**src/rtl/regpair_sequencer.sv**
```systemverilog
// Control sequencer for the 8085 register-pair array: turns one accepted command into
// the timed pair-select, byte read/write and dreg latch/write-back strobe pattern.
module regpair_sequencer #(
    parameter int WAIT_MAX = 16,
    parameter int CW       = $clog2(WAIT_MAX)
) (
    input  logic       clk,
    input  logic       rst,
    input  logic       cmd_valid,
    output logic       cmd_ready,
    input  logic [2:0] cmd_op,
    input  logic [2:0] cmd_pair,
    input  logic       byte_valid,
    input  logic       abort,
    output logic       bc_rw,
    output logic       de_rw,
    output logic       hl_rw,
    output logic       wz_rw,
    output logic       pc_rw,
    output logic       sp_rw,
    output logic       lreg_wr,
    output logic       rreg_wr,
    output logic       lreg_rd,
    output logic       rreg_rd,
    output logic       dreg_wr,
    output logic       dreg_rd,
    output logic       inc_dec,
    output logic       busy,
    output logic       done,
    output logic       err
);

    // Handshake: a command is taken on a rising edge where cmd_valid and cmd_ready are
    // both high; cmd_ready is high exactly when the sequencer is idle.

    localparam logic [2:0] OP_NOP    = 3'd0;
    localparam logic [2:0] OP_LDPAIR = 3'd1;
    localparam logic [2:0] OP_STPAIR = 3'd2;
    localparam logic [2:0] OP_INC    = 3'd3;
    localparam logic [2:0] OP_DEC    = 3'd4;
    localparam logic [2:0] OP_ADDR   = 3'd5;

    localparam logic [CW-1:0] CNT_LAST = CW'(WAIT_MAX - 1);

    typedef enum logic [3:0] {
        S_IDLE,
        S_LD_LO,
        S_LD_HI,
        S_ST_HI,
        S_ST_LO,
        S_ID_LAT,
        S_ID_WB,
        S_AD_LAT,
        S_DONE,
        S_ERR
    } state_t;

    state_t        state, state_d;
    logic [2:0]    op_q, pair_q;
    logic [CW-1:0] cnt, cnt_d;
    logic          accept;
    logic          sel_en;
    logic [5:0]    sel;

    assign accept = cmd_valid && (state == S_IDLE);

    always_ff @(posedge clk or negedge rst) begin
        if (!rst) begin
            state  <= S_IDLE;
            cnt    <= '0;
            op_q   <= '0;
            pair_q <= '0;
        end else begin
            state <= state_d;
            cnt   <= cnt_d;
            if (accept) begin
                op_q   <= cmd_op;
                pair_q <= cmd_pair;
            end
        end
    end

    always_comb begin
        state_d = state;
        cnt_d   = cnt;
        unique case (state)
            S_IDLE: begin
                if (cmd_valid) begin
                    cnt_d = '0;
                    if (cmd_op >= 3'd6 || cmd_pair >= 3'd6) begin
                        state_d = S_ERR;
                    end else begin
                        unique case (cmd_op)
                            OP_NOP:         state_d = S_DONE;
                            OP_LDPAIR:      state_d = S_LD_LO;
                            OP_STPAIR:      state_d = S_ST_HI;
                            OP_INC, OP_DEC: state_d = S_ID_LAT;
                            OP_ADDR:        state_d = S_AD_LAT;
                            default:        state_d = S_ERR;
                        endcase
                    end
                end
            end
            // Both byte waits share one counter; byte_valid outranks the timeout.
            S_LD_LO, S_LD_HI: begin
                if (abort) begin
                    state_d = S_IDLE;
                end else if (byte_valid) begin
                    cnt_d   = '0;
                    state_d = (state == S_LD_LO) ? S_LD_HI : S_DONE;
                end else if (cnt == CNT_LAST) begin
                    state_d = S_ERR;
                end else begin
                    cnt_d = cnt + 1'b1;
                end
            end
            S_ST_HI:  state_d = abort ? S_IDLE : S_ST_LO;
            S_ST_LO:  state_d = abort ? S_IDLE : S_DONE;
            S_ID_LAT: state_d = abort ? S_IDLE : S_ID_WB;
            S_ID_WB:  state_d = abort ? S_IDLE : S_DONE;
            S_AD_LAT: state_d = abort ? S_IDLE : S_DONE;
            S_DONE:   state_d = S_IDLE;
            S_ERR:    state_d = S_IDLE;
            default:  state_d = S_IDLE;
        endcase
    end

    always_comb begin
        cmd_ready = 1'b0;
        sel_en    = 1'b0;
        lreg_wr   = 1'b0;
        rreg_wr   = 1'b0;
        lreg_rd   = 1'b0;
        rreg_rd   = 1'b0;
        dreg_wr   = 1'b0;
        dreg_rd   = 1'b0;
        inc_dec   = 1'b0;
        done      = 1'b0;
        err       = 1'b0;
        unique case (state)
            S_IDLE:   cmd_ready = 1'b1;
            S_LD_LO: begin
                sel_en  = 1'b1;
                rreg_wr = byte_valid && !abort;
            end
            S_LD_HI: begin
                sel_en  = 1'b1;
                lreg_wr = byte_valid && !abort;
            end
            S_ST_HI: begin
                sel_en  = 1'b1;
                lreg_rd = !abort;
            end
            S_ST_LO: begin
                sel_en  = 1'b1;
                rreg_rd = !abort;
            end
            S_ID_LAT, S_AD_LAT: begin
                sel_en  = 1'b1;
                dreg_wr = !abort;
            end
            S_ID_WB: begin
                sel_en  = 1'b1;
                dreg_rd = !abort;
                inc_dec = (op_q == OP_INC);
            end
            S_DONE:   done = 1'b1;
            S_ERR:    err  = 1'b1;
            default:  cmd_ready = 1'b0;
        endcase
    end

    // pair_q is always 0..5 while sel_en is high; invalid pairs go straight to ERR.
    assign sel   = sel_en ? (6'd1 << pair_q) : 6'd0;
    assign bc_rw = sel[0];
    assign de_rw = sel[1];
    assign hl_rw = sel[2];
    assign wz_rw = sel[3];
    assign pc_rw = sel[4];
    assign sp_rw = sel[5];
    assign busy  = (state != S_IDLE);

endmodule

```
**config.mk**
```make
export PLATFORM = sky130hd
export DESIGN_NAME = regpair_sequencer
export DESIGN_NICKNAME = d
export VERILOG_FILES = /design/src/rtl/regpair_sequencer.sv
export SDC_FILE = /design/constraint.sdc
export NUM_CORES = 1
export LEC_CHECK = 0
export CAP_MARGIN = 25
export CORE_UTILIZATION = 51
export CTS_BUF_LIST = sky130_fd_sc_hd__clkbuf_2 sky130_fd_sc_hd__clkbuf_4 sky130_fd_sc_hd__clkbuf_8
export DETAILED_ROUTE_END_ITERATION = 12
export PLACE_DENSITY = 0.88
export SYNTH_ARGS = -nofsm -noshare
export SYNTH_HDL_FRONTEND = slang
export SYNTH_SLANG_ARGS = --single-unit
```
**constraint.sdc**
```tcl
create_clock -name clk -period 4.93 [get_ports clk]
set_clock_uncertainty 0.15 [all_clocks]
set_input_delay 0.986 -clock clk [delete_from_list [all_inputs] [get_ports clk]]
set_output_delay 0.986 -clock clk [all_outputs]
set_load 0.05 [all_outputs]
```
==> impl_metrics.ini <==
[cells_and_area]
fillers = 104
area_growth_pct = 33.5
diodes = 0
finalInstanceArea_sq_um = 1230
drive_gt1_share_pct = 15.1
nets = 140

[logic_synthesis]
ys_seq_elements = 14
synth_warnings = 0
yosysMostFrequentCell = dfrtp_1
yosysTopAreaCell = dfrtp_1
ys_types = 37
synth.top_cells.by_area = dfrtp_1, mux2_2, nor2_1, nand2_1, nor3_1
synthArstFlopShare_pct = 100
yosysTopAreaCellShare_pct = 38.1
synth_common_cells = dfrtp_1, nor2_1, nand2_1, mux2_2, nor3_1
synth_edf_count = 0
syn-num-nets = 112
synth_area_sq_um = 920
ys_seq_area_share_pct = 38.1
post_synth.cell_area_avg_sq_um = 9.20
synthFlopType = dfrtp_1
synth_cells = 100

[floorplanning]
initial_core_util_pct = 57.7
pin_count = 28
die_w_um = 44.5
rows = 14
core_sq_um = 1590
die_area_sq_um = 1980
die_h_um = 44.5

[sta]
fin_crit_sh_pct = 81.5
slew_viol_final = 0
timing.slew.headroom_pct = 58.7
min_period_ns = 4.02
worst_slew_pin_slew_ns = 0.618
hold_viol = 0
setup_viol = 0
max_clock_freq_mhz = 249
grt_setup_unrepaired = false
setup_tns_ns = 0

[setup_path]
criticalPathCategory = input port to output port
critPathRequiredTime_ns = 3.79
end_kind = output port
cp-start-kind = input port
arrival_ns = 2.88
worst_path_max_delay_cell = clkdlybuf4s50_1
r2r-start = state[3]$_DFFE_PN0P_
reg2regPathDepth = 4
cp_slowest_stage_delay_ns = 0.85
cp_common_cell = clkdlybuf4s50_1
r2r_slack_ns = 2.76
r2r-end = state[0]$_DFFE_PN0P_
critPathMaxFanout = 6
startpoint = abort
path_cells = clkdlybuf4s50_1, nor2_1, nand2_1, nor4_1, clkdlybuf4s50_1

[clock_tree]
postCtsHoldBufs = 0
cts_sinks = 14
ctsResizeCount = 0
clk_latency_ns = 0.28
cts_buffer_depth = 2
cts_buffers = 3
cts_tree = yes
cts_root_buf = clkbuf_4
cts.htree.levels = 1
postCtsSetupBuffers = 0
path_clk_slew_ns = 0.07

[route]
routed_wl_um = 2070
drt_iter0_markers = 35
drt-pass1-iter-count = 4
ant_nets = 0
drc = 0
vias = 883
drt-wirelength-per-cell_um = 13.8
vias_per_cell = 5.89

[placement]
io_buffer_count = 27
routabilityCongestion = 0.829
dpl.hpwl_um = 1580
placed_area_sq_um = 1200

[grt]
first_global_vias = 763
grt-ovfl-total = 0
antenna_found_initial = 0
grt_start_max_net_pins = 16
grt_use_total_pct = 23.6
grt_pass1_wl_um = 3390

[worst_hold_path]
min_path_type = register to register
hold_end = op_q[0]$_DFFE_PN0P_
hold_depth = 1
hp-start = op_q[0]$_DFFE_PN0P_

[power]
vdd_drop_max_uv = 370
p_leak_nw = 0.494
p_per_area_nw_per_um2 = 556

[status]
status = complete, no violations

[flow_run]
cap_violations = 0
[cell families after synthesis]
kind of cell / count (synthesis) / share of synthesized area [%]
xor+xnor: 3 / 2.86
flops: 14 / 38.1
buf+inv: 6 / 2.45
fa+ha+maj: 1 / 1.36
simple gates: 52 / 29.9
compound gates: 16 / 15.6
mux: 8 / 9.66
[cells in the final DEF (no fill, tap or decap), drive strengths merged, types with 2 or more instances in the layout]
| cell | n |
|---|---|
| clkdlybuf4s50 | 27 |
| dfrtp | 14 |
| nor2 | 13 |
| nand2 | 13 |
| nor3 | 7 |
| mux2 | 7 |
| a21oi | 4 |
| nor4 | 3 |
| nand3 | 3 |
| clkbuf | 3 |
| a22o | 3 |
| or4 | 2 |
| nand2b | 2 |
| nor4b | 2 |
| and3 | 2 |
| xnor2 | 2 |
| inv | 2 |
[sequential cells by signal, indices dropped and copies added, names as in the netlist]
register and flops:
op_q 3, cnt 4, pair_q 3, state 4
[power by group]
group	leakage, nW	internal, mW	switching, mW
registers	0.179	0.155	0.0637
logic	0.301	0.164	0.238
clock network	0.0138	0.0283	0.0340
total	0.494	0.347	0.335
[metrics by stage]
| step | utilization [%] | hold WS (ns) | std cells | worst slack, ns | power [mW] |
|---|---|---|---|---|---|
| final | 77.0 | 0.359 | 150 | 0.914 | 0.682 |
| after global routing | 77.0 | 0.370 | 150 | 0.773 | 0.724 |
| after CTS | 77.0 | 0.361 | 150 | 0.906 | 0.682 |
| after detailed placement | 75.6 | 0.344 | 147 | 0.921 | 0.619 |
| after global placement | 75.6 | 0.342 | 147 | 0.962 | 0.608 |
| after floorplan | - | 0.330 | 100 | 0.946 | 0.507 |
[cell type report]
cell class | instances | area [sq um] | share of cell area, %
Multi-Input combinational cell | 80 | 547 | 44.5
Sequential cell | 14 | 350 | 28.5
Timing Repair Buffer | 27 | 270 | 22.0
Tap cell | 24 | 30.0 | 2.45
Clock buffer | 3 | 22.5 | 1.83
Inverter | 2 | 7.51 | 0.612
[layer usage]
layer	up-vias	track usage (%)	share of wire, %
met3	5	3.67	6.5
met5	-	0	0
met1	413	32.6	46
met4	0	9.09	1.4
li1	433	-	-
met2	32	37.4	46
[how the worst max path moves through the flow]
stage | to | slack [ns] | cells past startpoint
after floorplan | lreg_wr | 0.95 | 2
after global placement | rreg_wr | 0.96 | 5
after detailed placement | rreg_wr | 0.92 | 5
after CTS | lreg_wr | 0.91 | 4
after global routing | lreg_wr | 0.77 | 4
final | rreg_wr | 0.91 | 5
[worst max-delay path, delay by kind of cell]
family / cells / cell delay (ns)
buffers and inverters: 2 / 1.31
and+or+nand+nor: 3 / 0.59
Power figures use the tool's default switching activity.
